[config.mk]
export PLATFORM = sky130hd
export DESIGN_NAME = axi4lite_slave_ctrl
export DESIGN_NICKNAME = d
export VERILOG_FILES = /design/src/rtl/axi4lite_pkg.sv /design/src/rtl/axil_wr_path.sv /design/src/rtl/axi4lite_slave_ctrl.sv
export SDC_FILE = /design/constraint.sdc
export NUM_CORES = 1
export LEC_CHECK = 0
export BUFFER_PORTS_ARGS = -buffer_cell sky130_fd_sc_hd__buf_2
export CAP_MARGIN = 10
export CORE_UTILIZATION = 48
export CTS_CLUSTER_SIZE = 20
export DETAILED_ROUTE_END_ITERATION = 7
export PLACE_DENSITY = 0.76
export SETUP_SLACK_MARGIN = 0.5
export SLEW_MARGIN = 5
export SYNTH_ARGS = -nofsm -noshare
export SYNTH_HDL_FRONTEND = slang
export SYNTH_HIERARCHICAL = 1
export SYNTH_SLANG_ARGS = --single-unit
[constraint.sdc]
create_clock -name ACLK -period 2.3 [get_ports ACLK]
set_input_delay 0.345 -clock ACLK [delete_from_list [all_inputs] [get_ports ACLK]]
set_output_delay 0.345 -clock ACLK [all_outputs]
set_load 0.05 [all_outputs]
[src/rtl/axi4lite_pkg.sv]
// Shared definitions for the AXI4-Lite timer slave: response codes, channel FSM states
// and the address decode helper used by both the write and read paths.
package axi4lite_pkg;

    localparam logic [1:0] RESP_OKAY   = 2'b00;
    localparam logic [1:0] RESP_SLVERR = 2'b10;

    typedef enum logic [1:0] {
        W_IDLE = 2'b00,
        W_EXEC = 2'b01,
        W_RESP = 2'b10
    } wr_state_t;

    typedef enum logic [1:0] {
        R_IDLE = 2'b00,
        R_EXEC = 2'b01,
        R_DATA = 2'b10
    } rd_state_t;

    // The word index is addr[31:2]; a request is legal only when it is word aligned
    // and that index falls inside the implemented register file.
    function automatic logic addr_legal(input logic [31:0] addr, input logic [31:0] num_regs);
        logic [31:0] word_idx;
        word_idx = {2'b00, addr[31:2]};
        return (addr[1:0] == 2'b00) && (word_idx < num_regs);
    endfunction

endpackage

[src/rtl/axil_wr_path.sv]
// AXI4-Lite write path: independent AW/W latches, write FSM and B channel.
// With AXIL_WSTRB_EN defined any WSTRB is passed through; otherwise only full-word writes are legal.
module axil_wr_path
    import axi4lite_pkg::*;
#(
    parameter int AW       = 4,
    parameter int DW       = 32,
    parameter int NUM_REGS = 4
) (
    input  logic          ACLK,
    input  logic          ARESETn,
    input  logic [AW-1:0] AWADDR,
    input  logic          AWVALID,
    output logic          AWREADY,
    input  logic [DW-1:0] WDATA,
    input  logic [3:0]    WSTRB,
    input  logic          WVALID,
    output logic          WREADY,
    output logic [1:0]    BRESP,
    output logic          BVALID,
    input  logic          BREADY,
    output logic          wr_exec,
    output logic          wr_legal,
    output logic [AW-3:0] wr_idx,
    output logic [DW-1:0] wr_data,
    output logic [3:0]    wr_strb
);

    wr_state_t     state_r;
    logic          aw_full_r;
    logic          w_full_r;
    logic          awready_r;
    logic          wready_r;
    logic          bvalid_r;
    logic [1:0]    bresp_r;
    logic [AW-1:0] awaddr_r;
    logic [DW-1:0] wdata_r;
    logic [3:0]    wstrb_r;

    logic          aw_hs_s;
    logic          w_hs_s;
    logic          both_have_s;
    logic          legal_s;

    // Handshake detection and legality of the latched request.
    always_comb begin
        aw_hs_s     = AWVALID && awready_r;
        w_hs_s      = WVALID && wready_r;
        both_have_s = (aw_full_r || aw_hs_s) && (w_full_r || w_hs_s);
`ifdef AXIL_WSTRB_EN
        legal_s     = addr_legal({{(32-AW){1'b0}}, awaddr_r}, NUM_REGS);
`else
        legal_s     = addr_legal({{(32-AW){1'b0}}, awaddr_r}, NUM_REGS) && (wstrb_r == 4'hF);
`endif
    end

    // Write FSM: the ready flags drop on their own handshake and reopen only after the B handshake.
    always_ff @(posedge ACLK or negedge ARESETn) begin
        if (!ARESETn) begin
            state_r   <= W_IDLE;
            aw_full_r <= 1'b0;
            w_full_r  <= 1'b0;
            awready_r <= 1'b1;
            wready_r  <= 1'b1;
            bvalid_r  <= 1'b0;
            bresp_r   <= RESP_OKAY;
            awaddr_r  <= {AW{1'b0}};
            wdata_r   <= {DW{1'b0}};
            wstrb_r   <= 4'h0;
        end else begin
            case (state_r)
                W_IDLE: begin
                    if (aw_hs_s) begin
                        awaddr_r  <= AWADDR;
                        aw_full_r <= 1'b1;
                        awready_r <= 1'b0;
                    end
                    if (w_hs_s) begin
                        wdata_r  <= WDATA;
                        wstrb_r  <= WSTRB;
                        w_full_r <= 1'b1;
                        wready_r <= 1'b0;
                    end
                    if (both_have_s) begin
                        state_r <= W_EXEC;
                    end
                end
                W_EXEC: begin
                    bresp_r  <= legal_s ? RESP_OKAY : RESP_SLVERR;
                    bvalid_r <= 1'b1;
                    state_r  <= W_RESP;
                end
                W_RESP: begin
                    if (BREADY) begin
                        bvalid_r  <= 1'b0;
                        aw_full_r <= 1'b0;
                        w_full_r  <= 1'b0;
                        awready_r <= 1'b1;
                        wready_r  <= 1'b1;
                        state_r   <= W_IDLE;
                    end
                end
                default: begin
                    state_r <= W_IDLE;
                end
            endcase
        end
    end

    assign AWREADY  = awready_r;
    assign WREADY   = wready_r;
    assign BVALID   = bvalid_r;
    assign BRESP    = bresp_r;
    assign wr_exec  = (state_r == W_EXEC);
    assign wr_legal = legal_s;
    assign wr_idx   = awaddr_r[AW-1:2];
    assign wr_data  = wdata_r;
`ifdef AXIL_WSTRB_EN
    assign wr_strb  = wstrb_r;
`else
    assign wr_strb  = 4'hF;
`endif

endmodule

[src/rtl/axi4lite_slave_ctrl.sv]
// AXI4-Lite slave controller for the timer register file: read FSM, write-priority arbitration
// and the register-port mux. AXIL_WSTRB_EN enables partial-word writes in the write path.
module axi4lite_slave_ctrl
    import axi4lite_pkg::*;
#(
    parameter int AW       = 4,
    parameter int DW       = 32,
    parameter int NUM_REGS = 4
) (
    input  logic          ACLK,
    input  logic          ARESETn,
    input  logic [AW-1:0] AWADDR,
    input  logic          AWVALID,
    output logic          AWREADY,
    input  logic [DW-1:0] WDATA,
    input  logic [3:0]    WSTRB,
    input  logic          WVALID,
    output logic          WREADY,
    output logic [1:0]    BRESP,
    output logic          BVALID,
    input  logic          BREADY,
    input  logic [AW-1:0] ARADDR,
    input  logic          ARVALID,
    output logic          ARREADY,
    output logic [DW-1:0] RDATA,
    output logic [1:0]    RRESP,
    output logic          RVALID,
    input  logic          RREADY,
    output logic          reg_wr_en,
    output logic          reg_rd_en,
    output logic [AW-3:0] reg_addr,
    output logic [DW-1:0] reg_wdata,
    output logic [3:0]    reg_wstrb,
    input  logic [DW-1:0] reg_rdata
);

    logic          wr_exec_s;
    logic          wr_legal_s;
    logic [AW-3:0] wr_idx_s;
    logic [DW-1:0] wr_data_s;
    logic [3:0]    wr_strb_s;

    rd_state_t     rd_state_r;
    logic [AW-1:0] araddr_r;
    logic          arready_r;
    logic          rvalid_r;
    logic [DW-1:0] rdata_r;
    logic [1:0]    rresp_r;
    logic          rd_legal_s;
    logic          rd_grant_s;

    axil_wr_path #(
        .AW       (AW),
        .DW       (DW),
        .NUM_REGS (NUM_REGS)
    ) u_wr_path (
        .ACLK     (ACLK),
        .ARESETn  (ARESETn),
        .AWADDR   (AWADDR),
        .AWVALID  (AWVALID),
        .AWREADY  (AWREADY),
        .WDATA    (WDATA),
        .WSTRB    (WSTRB),
        .WVALID   (WVALID),
        .WREADY   (WREADY),
        .BRESP    (BRESP),
        .BVALID   (BVALID),
        .BREADY   (BREADY),
        .wr_exec  (wr_exec_s),
        .wr_legal (wr_legal_s),
        .wr_idx   (wr_idx_s),
        .wr_data  (wr_data_s),
        .wr_strb  (wr_strb_s)
    );

    // An executing write owns the register port, illegal or not; the read retries next cycle.
    always_comb begin
        rd_legal_s = addr_legal({{(32-AW){1'b0}}, araddr_r}, NUM_REGS);
        rd_grant_s = (rd_state_r == R_EXEC) && !wr_exec_s;
        reg_wr_en  = wr_exec_s && wr_legal_s;
        reg_rd_en  = rd_grant_s && rd_legal_s;
        if (wr_exec_s) begin
            reg_addr  = wr_idx_s;
            reg_wdata = wr_data_s;
            reg_wstrb = wr_strb_s;
        end else if (rd_grant_s) begin
            reg_addr  = araddr_r[AW-1:2];
            reg_wdata = {DW{1'b0}};
            reg_wstrb = 4'h0;
        end else begin
            reg_addr  = {(AW-2){1'b0}};
            reg_wdata = {DW{1'b0}};
            reg_wstrb = 4'h0;
        end
    end

    // Read FSM: capture reg_rdata in the granted cycle and hold the R beat until RREADY.
    always_ff @(posedge ACLK or negedge ARESETn) begin
        if (!ARESETn) begin
            rd_state_r <= R_IDLE;
            araddr_r   <= {AW{1'b0}};
            arready_r  <= 1'b1;
            rvalid_r   <= 1'b0;
            rdata_r    <= {DW{1'b0}};
            rresp_r    <= RESP_OKAY;
        end else begin
            case (rd_state_r)
                R_IDLE: begin
                    if (ARVALID && arready_r) begin
                        araddr_r   <= ARADDR;
                        arready_r  <= 1'b0;
                        rd_state_r <= R_EXEC;
                    end
                end
                R_EXEC: begin
                    if (rd_grant_s) begin
                        rdata_r    <= rd_legal_s ? reg_rdata : {DW{1'b0}};
                        rresp_r    <= rd_legal_s ? RESP_OKAY : RESP_SLVERR;
                        rvalid_r   <= 1'b1;
                        rd_state_r <= R_DATA;
                    end
                end
                R_DATA: begin
                    if (RREADY) begin
                        rvalid_r   <= 1'b0;
                        arready_r  <= 1'b1;
                        rd_state_r <= R_IDLE;
                    end
                end
                default: begin
                    rd_state_r <= R_IDLE;
                end
            endcase
        end
    end

    assign ARREADY = arready_r;
    assign RVALID  = rvalid_r;
    assign RDATA   = rdata_r;
    assign RRESP   = rresp_r;

endmodule

Yosys cells after proc, flatten, opt, wreduce, memory -nomap -nowiden

Cells that the tools add are included.

Bits in read-only memories: 0
Flip-flop bits (word level): 91
RAM bits: 0
Bits in latches: 0
Output and inout bits: 81
Memories kept: 0

Add/sub/neg operators: 0
Bitwise gates (word level): 0
Divide/modulo/power cells: 0
Shift operators: 0
$mul: 0
Magnitude comparators: 0
Muxes and demuxes: 31
Equal/unequal tests: 12
Reduce and logical (&&, ||, !) cells: 30

Operator list:

| cell                                           | count |
|---|---|
| 2-to-1 mux 32 bit                              | 2 |
| 2-to-1 mux 2 bit                               | 9 |
| AND reduction 3 bit                            | 5 |
| case mux 1 bit (2 select lines)                | 7 |
| case mux 2 bit (3 select lines)                | 2 |
| AND reduction 2 bit                            | 6 |
| 2-to-1 mux 1 bit                               | 10 |
| logical AND 1 bit                              | 8 |
| zero test 2 bit                                | 4 |
| != test 2 bit (second input constant)          | 4 |
| nonzero test 2 bit                             | 4 |
| != test 2 x 1 -> 1 bit (second input constant) | 3 |
| == test 2 x 1 -> 1 bit (second input constant) | 2 |
| == test 2 bit (second input constant)          | 2 |
| == test 4 bit (second input constant)          | 1 |
| 2-to-1 mux 4 bit                               | 1 |
| logical OR 1 bit                               | 2 |
| zero test 1 bit                                | 1 |

Logic depth before layout (Yosys ltp)

Depth in word-level cells: 5
Mapped depth: 7

Modules after synthesis

Netlist, hierarchy kept.

By module, submodules not included:

| module              | area an instance (um^2) | cells each | times used |
|---|---|---|---|
| axi4lite_slave_ctrl | 1,960.6                 | 216        | 1 |
| axil_wr_path        | 1,928.1                 | 132        | 1 |

Least setup slack after synthesis

No wires, ideal clock.

Kind: reg-to-output
Start: register u_wr_path.state_r[0]
End: output port reg_rd_en
Path slack: 0.050 ns
Cell stages (with the launch flop): 6
Arrival: 1.905 ns
Cell sequence: dfrtp_1 buf_2 nor2b_1 or3b_1 buf_6 nor3_2

Cells in the longest elaborated chain, start to end: 4

Ends and longest elaborated chain:

| item                   | line                      | RTL |
|---|---|---|
| start, declared        | axil_wr_path.sv:29        | `wr_state_t state_r;` |
| start signal, assigned | axil_wr_path.sv:60        | `state_r <= W_IDLE;` |
| start signal, assigned | axil_wr_path.sv:85        | `state_r <= W_EXEC;` |
| start signal, assigned | axil_wr_path.sv:91        | `state_r <= W_RESP;` |
| == test 2 x 1 -> 1 bit | axil_wr_path.sv:114       | `assign wr_exec = (state_r == W_EXEC);` |
| via wr_exec_s          | axi4lite_slave_ctrl.sv:37 | `logic wr_exec_s;` |
| zero test 1 bit        | axi4lite_slave_ctrl.sv:79 | `rd_grant_s = (rd_state_r == R_EXEC) && !wr_exec_s;` |
| logical AND 1 bit      | axi4lite_slave_ctrl.sv:79 |  |
| logical AND 1 bit      | axi4lite_slave_ctrl.sv:81 | `reg_rd_en = rd_grant_s && rd_legal_s;` |
| end, declared          | axi4lite_slave_ctrl.sv:30 | `output logic reg_rd_en,` |

The timed path passes the listed nets, and every way through them passes these cells.

Worst setup path in the final report

Start: register rd_state_r[1]
End: output port reg_rd_en

Cells in the longest elaborated chain, start to end: 3

Ends and longest elaborated chain:

| item                   | line                       | RTL |
|---|---|---|
| start, declared        | axi4lite_slave_ctrl.sv:43  | `rd_state_t rd_state_r;` |
| start signal, assigned | axi4lite_slave_ctrl.sv:100 | `rd_state_r <= R_IDLE;` |
| start signal, assigned | axi4lite_slave_ctrl.sv:112 | `rd_state_r <= R_EXEC;` |
| start signal, assigned | axi4lite_slave_ctrl.sv:120 | `rd_state_r <= R_DATA;` |
| == test 2 x 1 -> 1 bit | axi4lite_slave_ctrl.sv:79  |  |
| logical AND 1 bit      | axi4lite_slave_ctrl.sv:79  |  |
| logical AND 1 bit      | axi4lite_slave_ctrl.sv:81  |  |

No other way between the ends.

==> impl_metrics.json <==
{
  "drt-initial-drc-count": 81,
  "syn_area_sq_mm": 0.00389,
  "maxSlewViolCount": 0,
  "area_growth_pct": 37.2,
  "rsz0062_at_grt": "yes",
  "leakage_nw": 2.87,
  "clock_path_buffers": 2,
  "die-area_sq_mm": 0.00847,
  "layout_commonest_cell": "buf_2",
  "min_path_type": "primary input to register",
  "path_buf_inv": 1,
  "cellPowerDensity_mw_per_mm2": 961,
  "clock_sinks": 89,
  "antenna_found_initial": 0,
  "fin_cells": 625,
  "die_h_um": 92.0,
  "reg2reg_depth": 8,
  "max_stage_delay_ns": 0.48,
  "cts_tree": "done",
  "ys_types": 32,
  "cp_max_fo": 6,
  "antennaDiodeCount": 0,
  "synth_seq_cells": 89,
  "fill_cells": 601,
  "crit_slowest_cell": "dfrtp_1",
  "crit_family": "simple AND/OR/NAND/NOR gates",
  "period_share": 0.852,
  "drive_gt1_frac": 0.478,
  "layout_common_cells": "buf_2, dfrtp_1, nand2_1",
  "synthTopCellsByArea": "dfrtp_1, mux2_2, nand2_1",
  "yosysSeqAreaShare": 0.574,
  "initial_core_util": 0.501,
  "tns_ns": 0,
  "hold_violations": 0,
  "setup_viol": 0,
  "dr.pass1.iters": 5,
  "vias": 3064,
  "skew_ns": 0.0151,
  "pin_count": 164,
  "clk_latency_ns": 0.34,
  "clk_pin_slew_ns": 0.09,
  "grt_first_pass_wirelength_um": 13800,
  "cp_cell_sequence": "or3b_4 -> nor3_4 -> buf_6",
  "synth_fa_ha_area_frac": 0,
  "synth-simple-area-share": 0.207,
  "peakVddDrop_v": 0.000412,
  "status": "completed",
  "power_frac_comb": 0.368,
  "root_buffer": "clkbuf_8",
  "clockPowerShare": 0.228,
  "syn_avg_cell_area_sq_um": 11.2,
  "syn_inst": 348,
  "hpwl_um": 5990,
  "fmax_mhz": 511,
  "worst_slack_ns": 0.341,
  "gp_congestion": 0.717,
  "grt_start_max_net_pins": 42,
  "worstPathArrival_ns": 1.61,
  "synth_ff_type": "dfrtp_1",
  "maxCapViolCount": 0,
  "yosysTopAreaCellShare": 0.553,
  "vias_per_cell": 4.90,
  "synth-compound-area-share": 0.0312,
  "track_usage": 0.206,
  "port-buffer-count": 161,
  "cts_buffers": 9,
  "place_ws_ns": 0.504,
  "row_count": 32,
  "globalRouteOverflowTotal": 0,
  "path_depth": 3,
  "drc": 0,
  "grt_pass1_vias": 2913,
  "synth_top_family_by_area": "simple AND/OR/NAND/NOR gates",
  "fin_nets": 602,
  "wire_per_inst_um": 13.7,
  "ys_async_sr_fraction": 1.00,
  "htree_levels": 3,
  "synth-xor-area-share": 0,
  "power.switching_w": 0.00218,
  "die_x_um": 92.0,
  "switching_share": 0.426,
  "drt-total-wl_um": 8550,
  "crit_type": "register to output pin",
  "ys_warn_count": 6,
  "core_sq_mm": 0.00777,
  "synthMuxAreaShare": 0.127,
  "min_period_ns": 1.96,
  "cp-end-kind": "output pin",
  "power.internal_w": 0.00294,
  "whs_path_depth": 3,
  "detail-route-antenna-nets": 0,
  "worstSetupStartpointType": "register",
  "p_seq_frac": 0.404,
  "worstPathRequired_ns": 1.96,
  "synth-edff-count": 0,
  "dp_cells": 598,
  "yosysTopAreaCell": "dfrtp_1"
}
==> synthesized netlist by cell type, drive strengths merged, types with 5 or more instances <==
master / instances
dfrtp: 86
a21oi: 6
and2: 37
nand2: 70
o21ai: 7
inv: 7
clkbuf: 7
nand3: 32
buf: 20
nor2: 5
mux2: 44
==> flip-flops by register name, indices dropped and copies added (netlist names) <==
signal / flops
u_wr_path/AWREADY: 1
u_wr_path/state_r: 2
RDATA: 32
u_wr_path/wr_data: 32
ARREADY: 1
u_wr_path/aw_full_r: 1
RVALID: 1
u_wr_path/BVALID: 1
RRESP: 1
u_wr_path/BRESP: 1
u_wr_path/w_full_r: 1
u_wr_path/awaddr_r: 4
u_wr_path/wstrb_r: 4
u_wr_path/WREADY: 1
araddr_r: 4
rd_state_r: 2
==> cell type report <==
class,instances,area (sq um),area share
tap,102,128,0.0239
multi-input combinational,228,1580,0.296
inverter,7,26.3,0.00492
clock inverter,3,65.1,0.0122
clock buffer,12,155,0.0291
timing repair buffer,184,1150,0.216
sequential,89,2230,0.418
==> metrics by stage <==
stage	cell area (sq um)	hold WS (ns)	utilization	power [W]
detailed placement	4880	0.323	0.629	0.00400
floorplan	4030	0.0494	-	0.00348
global route	5340	0.209	0.687	0.00538
global placement	4880	0.317	0.629	0.00395
CTS	5310	0.210	0.683	0.00517
finish	5340	0.226	0.687	0.00513
==> worst min-delay path, cell delays in order <==
cell,delay (ns)
buf_2,0.08
nand3_1,0.05
nand2_1,0.06
==> power by group through the flow <==
stage	Sequential (W)	Clock [W]	Combinational (W)
CTS	0.00207	0.00120	0.00190
global placement	0.00208	0	0.00187
floorplan	0.00315	0	0.000329
global route	0.00211	0.00126	0.00201
detailed placement	0.00211	0	0.00190
finish	0.00207	0.00117	0.00189
==> timing repair <==
item | in CTS | in global routing
setup endpoints to repair | 40 | 40
gates resized for setup | 49 | 1
pin swaps | 2 | 3
endpoints found under the hold margin | 29 | 0
gates cloned | 0 | 0
hold buffers | 1 | 0
setup buffers | 8 | 3
==> metal layers <==
metal / wire length [um] / vias to the layer above / global-route usage
li1: - / 1468 / -
met1: 3710 / 1459 / 0.272
met2: 4090 / 130 / 0.338
met3: 697 / 7 / 0.0547
met4: 57 / 0 / 0.0560
met5: 0 / - / 0
==> logic make-up (layout without fill, tap and decap cells) <==
logic type | after synthesis | count (layout)
other | 3 | 6
AOI/OAI and AO/OA | 20 | 20
DFF | 89 | 89
buffers and inverters | 34 | 206
and+or+nand+nor | 158 | 158
muxes | 44 | 44
==> path summary, 6_finish.rpt <==
| kind | start | end | slack, ns |
|---|---|---|---|
| hold reg to reg | RDATA[8]$_DFFE_PN0P_ | RDATA[8]$_DFFE_PN0P_ | 0.47 |
| max in group asynchronous | ARESETn | u_wr_path/AWREADY$_DFFE_PN1P_ | 1.17 |
| min in group asynchronous | ARESETn | RDATA[20]$_DFFE_PN0P_ | 0.48 |
| hold / removal | reg_rdata[16] | RDATA[16]$_DFFE_PN0P_ | 0.23 |
| setup reg to reg | u_wr_path/state_r[0]$_DFFE_PN0P_ | RDATA[2]$_DFFE_PN0P_ | 0.55 |
| setup / recovery | rd_state_r[1]$_DFFE_PN0P_ | reg_rd_en | 0.34 |
No activity file was read; power rests on OpenSTA's default activity.
